===== src/rtl/leaf_stream_adapter.sv =====
// Buffered stream adapter between leaf_interface and an HLS kernel: one FWFT FIFO per channel.
// Define LEAF_ADAPTER_STATS_EN to build saturating per-channel pop counters on xfer_count.
module leaf_stream_adapter #(
  parameter int unsigned PAYLOAD_BITS  = 32,
  parameter int unsigned NUM_IN_PORTS  = 2,
  parameter int unsigned NUM_OUT_PORTS = 2,
  parameter int unsigned DEPTH_BITS    = 2
) (
  input  logic                                        clk_user,
  input  logic                                        reset,
  input  logic [NUM_IN_PORTS*PAYLOAD_BITS-1:0]        dout_leaf_interface2user,
  input  logic [NUM_IN_PORTS-1:0]                     vld_interface2user,
  output logic [NUM_IN_PORTS-1:0]                     ack_user2interface,
  output logic [NUM_IN_PORTS*PAYLOAD_BITS-1:0]        kin_data,
  output logic [NUM_IN_PORTS-1:0]                     kin_vld,
  input  logic [NUM_IN_PORTS-1:0]                     kin_ack,
  input  logic [NUM_OUT_PORTS*PAYLOAD_BITS-1:0]       kout_data,
  input  logic [NUM_OUT_PORTS-1:0]                    kout_vld,
  output logic [NUM_OUT_PORTS-1:0]                    kout_ack,
  output logic [NUM_OUT_PORTS*PAYLOAD_BITS-1:0]       din_leaf_user2interface,
  output logic [NUM_OUT_PORTS-1:0]                    vld_user2interface,
  input  logic [NUM_OUT_PORTS-1:0]                    ack_interface2user,
  output logic [NUM_IN_PORTS+NUM_OUT_PORTS-1:0]       chan_full,
  output logic [NUM_IN_PORTS+NUM_OUT_PORTS-1:0]       chan_empty,
  output logic [(NUM_IN_PORTS+NUM_OUT_PORTS)*16-1:0]  xfer_count
);

  localparam int unsigned NumChan = NUM_IN_PORTS + NUM_OUT_PORTS;
  localparam int unsigned Depth   = 1 << DEPTH_BITS;
  localparam logic [DEPTH_BITS:0] FullCount = {1'b1, {DEPTH_BITS{1'b0}}};

  for (genvar c = 0; c < NumChan; c++) begin : g_chan
    logic [PAYLOAD_BITS-1:0] wr_data;
    logic                    wr_vld;
    logic                    rd_ack;
    logic [PAYLOAD_BITS-1:0] mem_q [Depth];
    logic [DEPTH_BITS-1:0]   wr_ptr_q, rd_ptr_q;
    logic [DEPTH_BITS:0]     count_q, count_d;
    logic                    full_q, empty_q;
    logic                    push, pop;

    // Input channels occupy the low indices, output channels follow.
    if (c < NUM_IN_PORTS) begin : g_in
      assign wr_data                          = dout_leaf_interface2user[c*PAYLOAD_BITS +: PAYLOAD_BITS];
      assign wr_vld                           = vld_interface2user[c];
      assign rd_ack                           = kin_ack[c];
      assign ack_user2interface[c]            = ~full_q;
      assign kin_vld[c]                       = ~empty_q;
      assign kin_data[c*PAYLOAD_BITS +: PAYLOAD_BITS] = mem_q[rd_ptr_q];
    end else begin : g_out
      localparam int unsigned K = c - NUM_IN_PORTS;
      assign wr_data               = kout_data[K*PAYLOAD_BITS +: PAYLOAD_BITS];
      assign wr_vld                = kout_vld[K];
      assign rd_ack                = ack_interface2user[K];
      assign kout_ack[K]           = ~full_q;
      assign vld_user2interface[K] = ~empty_q;
      assign din_leaf_user2interface[K*PAYLOAD_BITS +: PAYLOAD_BITS] = mem_q[rd_ptr_q];
    end

    assign push = wr_vld & ~full_q;
    assign pop  = rd_ack & ~empty_q;

    always_comb begin
      count_d = count_q;
      if (push && !pop) begin
        count_d = count_q + 1'b1;
      end else if (pop && !push) begin
        count_d = count_q - 1'b1;
      end
    end

    always_ff @(posedge clk_user or posedge reset) begin
      if (reset) begin
        wr_ptr_q <= '0;
        rd_ptr_q <= '0;
        count_q  <= '0;
        full_q   <= 1'b0;
        empty_q  <= 1'b1;
      end else begin
        if (push) wr_ptr_q <= wr_ptr_q + 1'b1;
        if (pop)  rd_ptr_q <= rd_ptr_q + 1'b1;
        count_q <= count_d;
        full_q  <= (count_d == FullCount);
        empty_q <= (count_d == '0);
      end
    end

    // Storage is deliberately left unreset; only pointers define validity.
    always_ff @(posedge clk_user) begin
      if (push) mem_q[wr_ptr_q] <= wr_data;
    end

    assign chan_full[c]  = full_q;
    assign chan_empty[c] = empty_q;

`ifdef LEAF_ADAPTER_STATS_EN
    logic [15:0] cnt_q;
    always_ff @(posedge clk_user or posedge reset) begin
      if (reset) begin
        cnt_q <= '0;
      end else if (pop && (cnt_q != 16'hFFFF)) begin
        cnt_q <= cnt_q + 16'd1;
      end
    end
    assign xfer_count[c*16 +: 16] = cnt_q;
`else
    assign xfer_count[c*16 +: 16] = 16'h0;
`endif
  end

endmodule


===== config.mk =====
export PLATFORM = sky130hd
export DESIGN_NAME = leaf_stream_adapter
export DESIGN_NICKNAME = d
export VERILOG_FILES = /design/src/rtl/leaf_stream_adapter.sv
export SDC_FILE = /design/constraint.sdc
export NUM_CORES = 1
export LEC_CHECK = 0
export ABC_CLOCK_PERIOD_IN_PS = 2300
export BUFFER_PORTS_ARGS = -buffer_cell sky130_fd_sc_hd__buf_2
export CAP_MARGIN = 10
export CORE_MARGIN = 2
export CORE_UTILIZATION = 30
export DETAILED_ROUTE_END_ITERATION = 12
export PLACE_DENSITY = 0.56
export SKIP_CTS_REPAIR_TIMING = 1
export SYNTH_ARGS = -nofsm -noshare
export SYNTH_HDL_FRONTEND = slang
export SYNTH_SLANG_ARGS = --single-unit

===== constraint.sdc =====
create_clock -name clk_user -period 2.3 [get_ports clk_user]
set_input_delay 0.23 -clock clk_user [delete_from_list [all_inputs] [get_ports clk_user]]
set_output_delay 0.23 -clock clk_user [all_outputs]
set_load 0.005 [all_outputs]

## Word level (Yosys, flattened, before mapping)

Memory sizes are Yosys's and may differ from the RTL's.
Cells that the tools add are included.

- $add $sub $neg: 16
- Eq/ne operators: 4
- Mux-type cells: 16
- Bitwise operators: 16
- Reduce and logical (&&, ||, !) cells: 20

Operators with widths:

| operator | number |
|---|---|
| 3-bit 2-to-1 mux | 8 |
| 2-bit by 1-bit adder with 2-bit output (second input constant) | 8 |
| 3-bit by 1-bit adder with 3-bit output (second input constant) | 4 |
| 3-bit equality test (second input constant) | 4 |
| 3-bit zero test | 4 |
| 3-bit by 1-bit subtractor with 3-bit output (second input constant) | 4 |
| 1-bit bitwise AND | 8 |
| 1-bit logical AND | 8 |
| 1-bit zero test | 8 |
| 1-bit 2-to-1 mux | 8 |
| 1-bit inverter | 8 |

- Register bits after elaboration: 36
- RAM bits: 512
- Bits of input ports: 138
- Output and inout bits: 208
- Memories: 4

Memories:

| memory | depth | width | rd ports | clocked after memory_dff | wr ports | RTL line | RTL |
|---|---|---|---|---|---|---|---|
| g_chan[0].mem_q | 4 | 32 | 1 | 0 | 1 | 36 | `logic [PAYLOAD_BITS-1:0] mem_q [Depth];` |
| g_chan[1].mem_q | 4 | 32 | 1 | 0 | 1 | 36 |  |
| g_chan[2].mem_q | 4 | 32 | 1 | 0 | 1 | 36 |  |
| g_chan[3].mem_q | 4 | 32 | 1 | 0 | 1 | 36 |  |

## Logic depth before layout (Yosys ltp)

Gate-level depths: netlist of the first run.

- Depth in word-level cells: 7
- Depth in mapped cells: 6

## Worst setup path before layout of the first run

No wires, ideal clock.

- Kind: register to register
- Start point: register g_chan[0].full_q
- End point: memory g_chan[0].mem_q[0][0], enable pin
- Library setup time: 0.392 ns
- Arrival: 1.655 ns
- Data required time: 1.908 ns
- Setup slack: 0.253 ns
- Stages on the path, launching flop included: 4
- Path buffers: 1
- Period minus slack after synthesis: 2.047 ns
- Path through: dfrtp_1 nor2b_1 clkbuf_1 and2_1

- Cells in the longest elaborated chain, start to end: 4

Ends and longest elaborated chain:

| element | RTL line | RTL |
|---|---|---|
| start, declared | 39 | `logic full_q, empty_q;` |
| start signal, assigned | 83 | `full_q <= (count_d == FullCount);` |
| 1-bit inverter | 60 | `assign push = wr_vld & ~full_q;` |
| 1-bit bitwise AND | 60 |  |
| 1-bit 2-to-1 mux | 90 | `if (push) mem_q[wr_ptr_q] <= wr_data;` |
| 1-bit 2-to-1 mux (implied by the code) | 90 |  |
| end, declared | 36 |  |

No other way between the ends.

## Worst setup path after layout of the first run

- Start point: register g_chan[0].rd_ptr_q[0]
- End point: output port kin_data[31]

- Cells in the longest elaborated chain, start to end: 1

Ends and longest elaborated chain:

| element | RTL line | RTL |
|---|---|---|
| start, declared | 37 | `logic [DEPTH_BITS-1:0] wr_ptr_q, rd_ptr_q;` |
| start signal, assigned | 81 | `if (pop) rd_ptr_q <= rd_ptr_q + 1'b1;` |
| memory read 4 x 32 bit | n/a |  |
| end, declared | 14 | `output logic [NUM_IN_PORTS*PAYLOAD_BITS-1:0] kin_data,` |

No other way between the ends.

==> impl_metrics.json, run 1 <==
{
  "outcome": "finished clean",
  "fmax_mhz": 449,
  "min-delay-start": "kin_ack[1]",
  "ys_ff_latch": 548,
  "syn_to_final_growth_pct": 28.4,
  "totalWireLength_um": 43300,
  "period_share_pct": 96.8,
  "dp_hpwl_um": 27000,
  "p_sw_share_pct": 28.4,
  "synth_compound_area_share_pct": 1.02,
  "synthAdderAreaFrac_pct": 1.42,
  "clk_latency_ns": 0.59,
  "drt_iter0_markers": 617,
  "synth_enable_flop_cells": 512,
  "clockRootBuffer": "clkbuf_16",
  "startpoint": "g_chan[0].rd_ptr_q[0]",
  "drcViolationCount": 0,
  "path_clk_slew_ns": 0.06,
  "antenna_found_initial": 2,
  "synth_ff_type": "edfxtp_1",
  "n_antenna_cell": 0,
  "fp.coreArea_sq_mm": 0.0699,
  "netlist_instances": 969,
  "finalPower_w": 0.0328,
  "power_frac_comb_pct": 30.2,
  "p_leak_nw": 9.66,
  "grt_pass1_vias": 10500,
  "r2r-start": "g_chan[3].full_q",
  "cts_htree_levels": 2,
  "p_int_w": 0.0235,
  "crit_arrival_ns": 2.00,
  "vias": 10500,
  "synth-xor-area-share_pct": 0.911,
  "crit_path_start_kind": "register",
  "async_reset_ff_share_pct": 6.57,
  "slew_headroom_pct": 65.3,
  "antenna_left": 0,
  "critPathCaptureType": "primary output",
  "powerDensity_mw_per_mm2": 1210,
  "layout-drive-gt1-share_pct": 38.4,
  "start_util_pct": 30.3,
  "ys_seq_area_share_pct": 76.9,
  "routed_via_density": 4.30,
  "synth-simple-area-share_pct": 2.19,
  "grt_pass1_wl_um": 64500,
  "setup_viol": 0,
  "critPathRequiredTime_ns": 2.07,
  "netlist-cell-type-count": 47,
  "critPathMaxFanout": 8,
  "drv_slew": 0,
  "cts_inserted_buffers": 58,
  "die_w_um": 270,
  "gp_congestion": 0.736,
  "power_frac_seq_pct": 42.0,
  "grt_max_degree": 34,
  "first_pass_iters": 4,
  "globalRouteTotalUtil_pct": 11.5,
  "hold_class": "in -> reg",
  "muxShareOfSynthArea_pct": 13.6,
  "clock-skew-final_ns": 0.0102,
  "pre_cts_ws_ns": 0.519,
  "io_buffers": 281,
  "clkPwrFrac_pct": 27.8,
  "cts.sinks": 548,
  "maxCapViolCount": 0,
  "gr-total-overflow": 0,
  "rsz0062_at_grt": "yes",
  "fp.dieArea_sq_mm": 0.0727,
  "fin_ws_ns": 0.0740,
  "hold_violations": 0,
  "synth_area_sq_mm": 0.0212,
  "worstMarginPinSlew_ns": 0.519,
  "avgRoutedWirePerCell_um": 17.7,
  "final_nets": 1614,
  "peakVddDrop_v": 0.000779,
  "period_minus_slack_ns": 2.23,
  "synth_top_family_by_area": "multiplexers",
  "die_height_um": 270,
  "row_count": 97,
  "yosys_warnings": 0,
  "switching_power_w": 0.00933,
  "post_synth.cell_area_avg_sq_um": 21.8,
  "cts_max_path_buffers": 3,
  "ios": 346,
  "worstSetupPathType": "reg -> out",
  "cts_tree": "done"
}
placed cells by master, fill, tap and decap left out, drive strengths merged, types with 2 or more instances in the layout:
| master | netlist | final |
|---|---|---|
| nor3 | 6 | 6 |
| dfstp | 4 | 4 |
| nand2b | 6 | 6 |
| a21boi | 2 | 2 |
| a211oi | 2 | 2 |
| or2b | 2 | 2 |
| mux4 | 128 | 128 |
| o311a | 2 | 2 |
| o21ai | 14 | 14 |
| conb | 1 | 64 |
| dfrtp | 32 | 32 |
| clkinvlp | 0 | 6 |
| nand4 | 2 | 2 |
| a21oi | 3 | 3 |
| inv | 26 | 31 |
| nor3b | 2 | 2 |
| nand3 | 3 | 3 |
| edfxtp | 512 | 512 |
| nand2 | 11 | 11 |
| buf | 99 | 335 |
| nand3b | 3 | 3 |
| ha | 24 | 24 |
| bufinv | 0 | 6 |
| and3 | 2 | 2 |
| o211ai | 3 | 3 |
| or4 | 3 | 3 |
| xnor2 | 21 | 21 |
| and2 | 18 | 18 |
| clkbuf | 11 | 69 |
| o21ba | 2 | 2 |
| nor2b | 7 | 7 |
| nor2 | 10 | 10 |
| clkinv | 0 | 26 |
| dlygate4sd3 | 0 | 132 |
cells by family after synthesis:
kind of cell	after synthesis
fa+ha+maj	24
simple gates	78
other cells	1
mux	128
compound gates	32
flops	548
buf+inv	136
xor+xnor	22
worst paths after layout:
| check | endpoint | slack, ns | cells past startpoint |
|---|---|---|---|
| worst max-delay path | kin_data[31] | 0.07 | 3 |
| worst min-delay path | g_chan[1].rd_ptr_q[0] | 0.06 | 3 |
| worst max register to register | g_chan[3].empty_q | 0.52 | 4 |
| worst min register to register | g_chan[3].count_q[0] | 0.56 | 1 |
| max in group asynchronous | g_chan[0].empty_q | 1.45 | 4 |
| min in group asynchronous | g_chan[1].full_q | 0.21 | 3 |
worst max-delay path: stages, from the launching register on:
cell and delay [ns]:
dfrtp_4 0.53, buf_4 0.20, mux4_2 0.52, buf_2 0.15
metrics by stage:
stage,setup TNS [ns],std cells,util [%],hold slack [ns],area [sq um]
after floorplan,0,1032,-,0.329,21400
after global placement,0,2187,34.0,0.248,23800
after detailed placement,0,2187,34.0,0.256,23800
after CTS,-6.46,2296,36.7,-0.424,25600
after global routing,-0.161,2441,38.9,0.0539,27200
final,0,2441,38.9,0.0621,27200
layout make-up:
type / instances / area (sq um)
timing repair buffer: 470 / 3420
multi-input combinational: 348 / 4300
fill: 6477 / 42700
tap: 940 / 1180
clock buffer: 66 / 1480
clock inverter: 43 / 404
sequential: 548 / 16300
inverter: 26 / 97.6
synth_stat cells (2+ instances only):
master,count,area (sq um)
nor3b_1,2,15.0
o311a_1,2,20.0
nand3_1,3,15.0
nand4_1,2,12.5
or4_1,2,15.0
xnor2_1,21,184
edfxtp_1,512,15400
nand2_1,11,41.3
mux4_2,128,2880
dfrtp_1,32,801
ha_1,24,300
a21oi_1,3,15.0
or2b_2,2,17.5
o21ai_0,13,65.1
buf_2,26,130
nor3_1,6,30.0
and3_2,2,15.0
nand3b_1,3,22.5
a21boi_0,2,15.0
dfstp_2,4,105
clkbuf_1,11,41.3
inv_1,26,97.6
nor2_1,9,33.8
buf_4,72,541
o211ai_1,3,22.5
nand2b_1,5,31.3
and2_1,14,87.6
and2_2,4,30.0
o21ba_1,2,20.0
nor2b_1,6,37.5
flip-flops by register name, indices dropped and copies added, names as in the netlist:
signal           cells
g_chan.count_q      12
g_chan.mem_q       512
g_chan.wr_ptr_q      8
g_chan.rd_ptr_q      8
g_chan.empty_q       4
g_chan.full_q        4
power groups by stage:
stage,Combinational (W),Clock (W),Sequential (W)
final,0.00990,0.00913,0.0138
after detailed placement,0.00956,0,0.0141
after floorplan,0.00588,0,0.0137
after CTS,0.00960,0.00946,0.0139
after global placement,0.00951,0,0.0140
after global routing,0.0108,0.00986,0.0140
routing by layer:
layer	share of wire (%)	vias up	routed length (um)	global-route usage (%)
li1	-	4745	-	-
met1	42	5447	18100	14.4
met2	51	233	22100	19.5
met3	5.1	66	2190	3.00
met4	2.1	2	924	3.52
met5	0.023	-	10	0
Note: power is estimated with default switching activity, not from simulation.
==> run 2, diff against run 1 <==
--- a/config.mk
+++ b/config.mk
@@ -12,6 +12,7 @@
 export CORE_UTILIZATION = 30
 export DETAILED_ROUTE_END_ITERATION = 12
 export PLACE_DENSITY = 0.56
+export REMOVE_ABC_BUFFERS = 1
 export SKIP_CTS_REPAIR_TIMING = 1
 export SYNTH_ARGS = -nofsm -noshare
 export SYNTH_HDL_FRONTEND = slang
==> impl_metrics.json, run 2 (same netlist as run 1, synthesis figures left out) <==
{
  "worstMarginPinSlew_ns": 0.919,
  "power_frac_comb_pct": 30.3,
  "drv_slew": 0,
  "crit_buf_inv": 2,
  "p_leak_nw": 9.64,
  "avgRoutedWirePerCell_um": 18.0,
  "power_frac_seq_pct": 42.0,
  "fill_cells": 6462,
  "cp_slowest_stage_delay_ns": 0.53,
  "rsz0062_at_grt": "yes",
  "die_height_um": 270,
  "endpoint": "din_leaf_user2interface[6]",
  "regToRegSetupSlack_ns": 0.50,
  "fmax_mhz": 443,
  "hold_class": "in -> reg",
  "switching_power_w": 0.00935,
  "crit_cells": 3,
  "critical_path.slowest_cell": "mux4_2",
  "dpl.cell_count": 2178,
  "outcome": "finished clean",
  "powerDensity_mw_per_mm2": 1210,
  "p_int_w": 0.0236,
  "crit_arrival_ns": 2.03,
  "period_share_pct": 98.1,
  "start_util_pct": 30.3,
  "clockRootBuffer": "clkbuf_16",
  "fp.dieArea_sq_mm": 0.0727,
  "row_count": 97,
  "worstPathCellList": "clkbuf_16, mux4_2, buf_6",
  "startpoint": "g_chan[2].rd_ptr_q[0]",
  "totalWireLength_um": 43600,
  "fp.coreArea_sq_mm": 0.0699,
  "slew_headroom_pct": 38.8,
  "drcViolationCount": 0,
  "fin_util_pct": 38.8,
  "die_w_um": 270,
  "maxCapViolCount": 0,
  "final_common_cell": "edfxtp_1",
  "grt_max_degree": 37,
  "dp_hpwl_um": 26600,
  "vias": 10500,
  "r2r-start": "g_chan[1].count_q[0]",
  "globalRouteTotalUtil_pct": 11.5,
  "hold_violations": 0,
  "syn_to_final_growth_pct": 28.3,
  "critPathMaxFanout": 16,
  "worstSetupPathType": "reg -> out",
  "gp_congestion": 0.715,
  "period_minus_slack_ns": 2.26,
  "final_nets": 1604,
  "peakVddDrop_v": 0.000666,
  "critPathCaptureType": "primary output",
  "clock-skew-final_ns": 0.0201,
  "cts_tree": "done",
  "final-seq-area_sq_mm": 0.0163,
  "cts_max_path_buffers": 3,
  "largestRegisters": "g_chan.mem_q x512, g_chan.count_q x12",
  "crit_path_start_kind": "register",
  "cts_htree_levels": 2,
  "clkPwrFrac_pct": 27.7,
  "routed_via_density": 4.34,
  "gr-total-overflow": 0,
  "critPathRequiredTime_ns": 2.07,
  "drt_iter0_markers": 617,
  "antenna_found_initial": 4,
  "grt_pass1_vias": 10600,
  "cts.sinks": 548,
  "antenna_left": 0,
  "cts_inserted_buffers": 60,
  "largest-register": "g_chan.mem_q",
  "worst_path_dominant_cell_family": "multiplexers",
  "grt_pass1_wl_um": 65000,
  "p_sw_share_pct": 28.4,
  "largest_register_ffs": 512,
  "clk_latency_ns": 0.61,
  "r2r_cells": 5,
  "layout_common_cells": "edfxtp_1 (512), buf_2 (274), dlygate4sd3_1 (129)",
  "layout-drive-gt1-share_pct": 37.9,
  "r2r-end": "g_chan[1].empty_q",
  "n_antenna_cell": 0,
  "ios": 346,
  "path_clk_slew_ns": 0.06,
  "multi_input_area_sq_mm": 0.00430,
  "setup_viol": 0,
  "first_pass_iters": 4,
  "final_cells": 2428,
  "io_buffers": 281,
  "finalPower_w": 0.0329
}
## run 2: cell count changes in the layout (fill, tap and decap cells not counted), sizes merged
cell         delta
clkinv          -1
bufinv          -1
buf             -9
clkbuf          +4
dlygate4sd3     -3
inv             +1
clkinvlp        -4
## run 2: how the worst min path moves through the flow
stage / from / end / slack [ns] / cells past startpoint
final: kin_ack[0] / g_chan[0].rd_ptr_q[0] / 0.005 / 3
after global routing: ack_interface2user[0] / g_chan[2].rd_ptr_q[0] / 0.001 / 3
after CTS: dout_leaf_interface2user[4] / g_chan[0].mem_q[2][4] / -0.21 / 1
after detailed placement: dout_leaf_interface2user[4] / g_chan[0].mem_q[2][4] / 0.45 / 1
after global placement: dout_leaf_interface2user[26] / g_chan[0].mem_q[0][26] / 0.44 / 1
after floorplan: dout_leaf_interface2user[0] / g_chan[0].mem_q[0][0] / 0.33 / 0
## run 2: worst reg2reg max path, cell delays in order, from the launching register on
cell and delay [ns]:
dfrtp_1 0.40, inv_1 0.10, ha_1 0.34, or4_1 0.53, o311a_1 0.14, o21ba_1 0.24
## run 2: power groups by stage
stage / registers, W / logic (W) / clock network, W
floorplan: 0.0146 / 0.00473 / 0
finish: 0.0138 / 0.00997 / 0.00914
detailed placement: 0.0141 / 0.00960 / 0
CTS: 0.0139 / 0.00965 / 0.00946
global route: 0.0140 / 0.0109 / 0.00981
global placement: 0.0140 / 0.00957 / 0
## run 2: cell type report
type | instances | area share (%)
clock buffers | 70 | 5.67
clock inverters | 38 | 1.26
inverters | 26 | 0.359
multi-input cells | 348 | 15.8
flip-flops and latches | 548 | 60.0
well taps | 940 | 4.33
repair buffers | 458 | 12.5
## run 2: metal layers
metal  part of all wire [%]  wire, um  vias up  global-route usage, %
li1                       -         -     4729                      -
met3                    5.6      2430       75                   3.37
met2                     51     22100      246                   19.5
met5                  0.089        39        -                      0
met4                    2.1       937        6                   3.57
met1                     42     18100     5482                   14.2
## run 2: stage by stage
stage	cell area (sq um)	setup TNS (ns)	setup WS (ns)	hold WS (ns)
5_1_grt	27100	-0.776	-0.0538	0.00134
4_1_cts	25600	-4.25	-0.121	-0.212
3_5_place_dp	23800	0	0.512	0.446
3_3_place_gp	23800	0	0.575	0.441
2_1_floorplan	20700	-0.785	-0.00613	0.329
6_report	27100	0	0.0430	0.00490
==> run 3, diff against run 2 <==
--- a/config.mk
+++ b/config.mk
@@ -5,9 +5,10 @@
 export SDC_FILE = /design/constraint.sdc
 export NUM_CORES = 1
 export LEC_CHECK = 0
-export ABC_CLOCK_PERIOD_IN_PS = 2300
+export ABC_CLOCK_PERIOD_IN_PS = 2400
 export BUFFER_PORTS_ARGS = -buffer_cell sky130_fd_sc_hd__buf_2
 export CAP_MARGIN = 10
+export CORE_ASPECT_RATIO = 1.2
 export CORE_MARGIN = 2
 export CORE_UTILIZATION = 30
 export DETAILED_ROUTE_END_ITERATION = 12
==> constraint.sdc (replaced) <==
create_clock -name clk_user -period 2.4 [get_ports clk_user]
set_input_delay 0.24 -clock clk_user [delete_from_list [all_inputs] [get_ports clk_user]]
set_output_delay 0.24 -clock clk_user [all_outputs]
set_load 0.005 [all_outputs]
==> impl_metrics.json, run 3 (same netlist as run 1, synthesis figures left out) <==
{
  "startpoint": "g_chan[3].rd_ptr_q[0]",
  "hold_violations": 0,
  "clkPwrFrac_pct": 27.8,
  "largest-register": "g_chan.mem_q",
  "finalPower_w": 0.0311,
  "vias": 10400,
  "fp.dieArea_sq_mm": 0.0727,
  "row_count": 106,
  "clock-skew-final_ns": 0.0122,
  "powerDensity_mw_per_mm2": 1160,
  "layout_common_cells": "edfxtp_1 (512), buf_2 (281), dlygate4sd3_1 (130)",
  "totalWireLength_um": 43600,
  "p_leak_nw": 9.53,
  "period_share_pct": 94.4,
  "path_clk_slew_ns": 0.06,
  "dp_hpwl_um": 27000,
  "cts_tree": "done",
  "die_height_um": 295,
  "power_frac_comb_pct": 29.7,
  "critPathRequiredTime_ns": 2.16,
  "final_cell_area_sq_mm": 0.0269,
  "period_minus_slack_ns": 2.27,
  "power_frac_seq_pct": 42.5,
  "drcViolationCount": 0,
  "gr-total-overflow": 0,
  "clockRootBuffer": "clkbuf_16",
  "critPathMaxFanout": 26,
  "worstMarginPinSlew_ns": 0.925,
  "gp_congestion": 0.694,
  "p_sw_share_pct": 28.5,
  "worstPathCellList": "buf_12, mux4_2, buf_2",
  "crit_path_start_kind": "register",
  "r2r-start": "g_chan[2].full_q",
  "worst_path_dominant_cell_family": "multiplexers",
  "crit_arrival_ns": 2.03,
  "first_pass_iters": 6,
  "grt_max_degree": 37,
  "cts.sinks": 548,
  "grt_pass1_vias": 10600,
  "worstSetupPathType": "reg -> out",
  "routed_via_density": 4.37,
  "outcome": "finished clean",
  "min-delay-start": "ack_interface2user[0]",
  "largestRegisters": "g_chan.mem_q x512, g_chan.count_q x12",
  "rsz0062_at_grt": "no",
  "layout-drive-gt1-share_pct": 38.0,
  "cp_slowest_stage_delay_ns": 0.54,
  "clk_latency_ns": 0.59,
  "critPathCaptureType": "primary output",
  "cts_inserted_buffers": 56,
  "grt_pass1_wl_um": 63900,
  "slew_headroom_pct": 38.3,
  "hold_class": "in -> reg",
  "setup_viol": 0,
  "maxCapViolCount": 0,
  "fp.coreArea_sq_mm": 0.0698,
  "avgRoutedWirePerCell_um": 18.2,
  "io_buffers": 281,
  "drt_iter0_markers": 444,
  "largest_register_ffs": 512,
  "fmax_mhz": 441,
  "final_nets": 1589,
  "globalRouteTotalUtil_pct": 11.6,
  "p_int_w": 0.0222,
  "ios": 346,
  "switching_power_w": 0.00886,
  "start_util_pct": 30.3,
  "antenna_left": 0,
  "drv_slew": 0,
  "cts_htree_levels": 2,
  "critical_path.slowest_cell": "mux4_2",
  "antenna_found_initial": 4,
  "syn_to_final_growth_pct": 27.2,
  "fill_cells": 6431,
  "cts_max_path_buffers": 3,
  "die_w_um": 246,
  "dpl_cell_area_sq_mm": 0.0237,
  "final_common_cell": "edfxtp_1",
  "crit_buf_inv": 2,
  "peakVddDrop_v": 0.000669
}
[run 3: changes by cell type in the layout (fill, tap and decap cells not counted), sizes merged]
cell,change
dlygate4sd3,+1
buf,-9
diode,+1
clkbuf,-1
inv,-2
clkinv,-6
clkinvlp,+1
[run 3: cell type report]
class	instances	area [sq um]	share of cell area (%)
inverter	26	97.6	0.363
clock buffer	72	1530	5.70
clock inverter	31	310	1.15
antenna	1	2.50	0.00930
sequential	548	16300	60.5
timing repair buffer	447	3230	12.0
tap	918	1150	4.27
multi-input combinational	348	4300	16.0
[run 3: worst register-to-register path: stages, from the launching register on]
cell,delay [ns]
dfrtp_1,0.41
nor2b_1,0.49
and2_1,0.24
buf_4,0.36
[run 3: worst paths after layout]
kind,endpoint,slack (ns),cells after the start
worst max-delay path,din_leaf_user2interface[40],0.13,3
worst min-delay path,g_chan[2].rd_ptr_q[0],0.03,3
worst max register to register,g_chan[2].mem_q[3][1],0.54,3
worst min register to register,g_chan[1].rd_ptr_q[1],0.52,1
max in group asynchronous,g_chan[2].rd_ptr_q[0],1.34,3
min in group asynchronous,g_chan[3].count_q[2],0.42,3
[run 3: per-stage QoR]
| step | util, % | instances | TNS (ns) | hold slack [ns] | worst slack [ns] |
|---|---|---|---|---|---|
| final | 38.6 | 2391 | 0 | 0.0280 | 0.134 |
| after global routing | 38.6 | 2390 | 0 | 0.00687 | 0.0153 |
| after CTS | 36.6 | 2253 | -0.886 | -0.205 | -0.0575 |
| after detailed placement | 34.0 | 2150 | 0 | 0.457 | 0.533 |
| after global placement | 34.0 | 2150 | 0 | 0.451 | 0.597 |
| after floorplan | - | 922 | 0 | 0.339 | 0.0839 |
[run 3: per-layer routing]
layer  vias up  GRT usage [%]  share of wire [%]
li1       4700              -                  -
met4         2           4.04                2.5
met5         -              0              0.030
met1      5395           14.2                 41
met2       268           19.8                 51
met3        72           2.95                5.5
[run 3: power by group through the flow]
stage / sequential, W / clock [W] / combinational, W
floorplan: 0.0139 / 0 / 0.00453
global placement: 0.0133 / 0 / 0.00919
detailed placement: 0.0135 / 0 / 0.00927
CTS: 0.0133 / 0.00898 / 0.00932
global route: 0.0134 / 0.00927 / 0.0102
finish: 0.0132 / 0.00864 / 0.00925
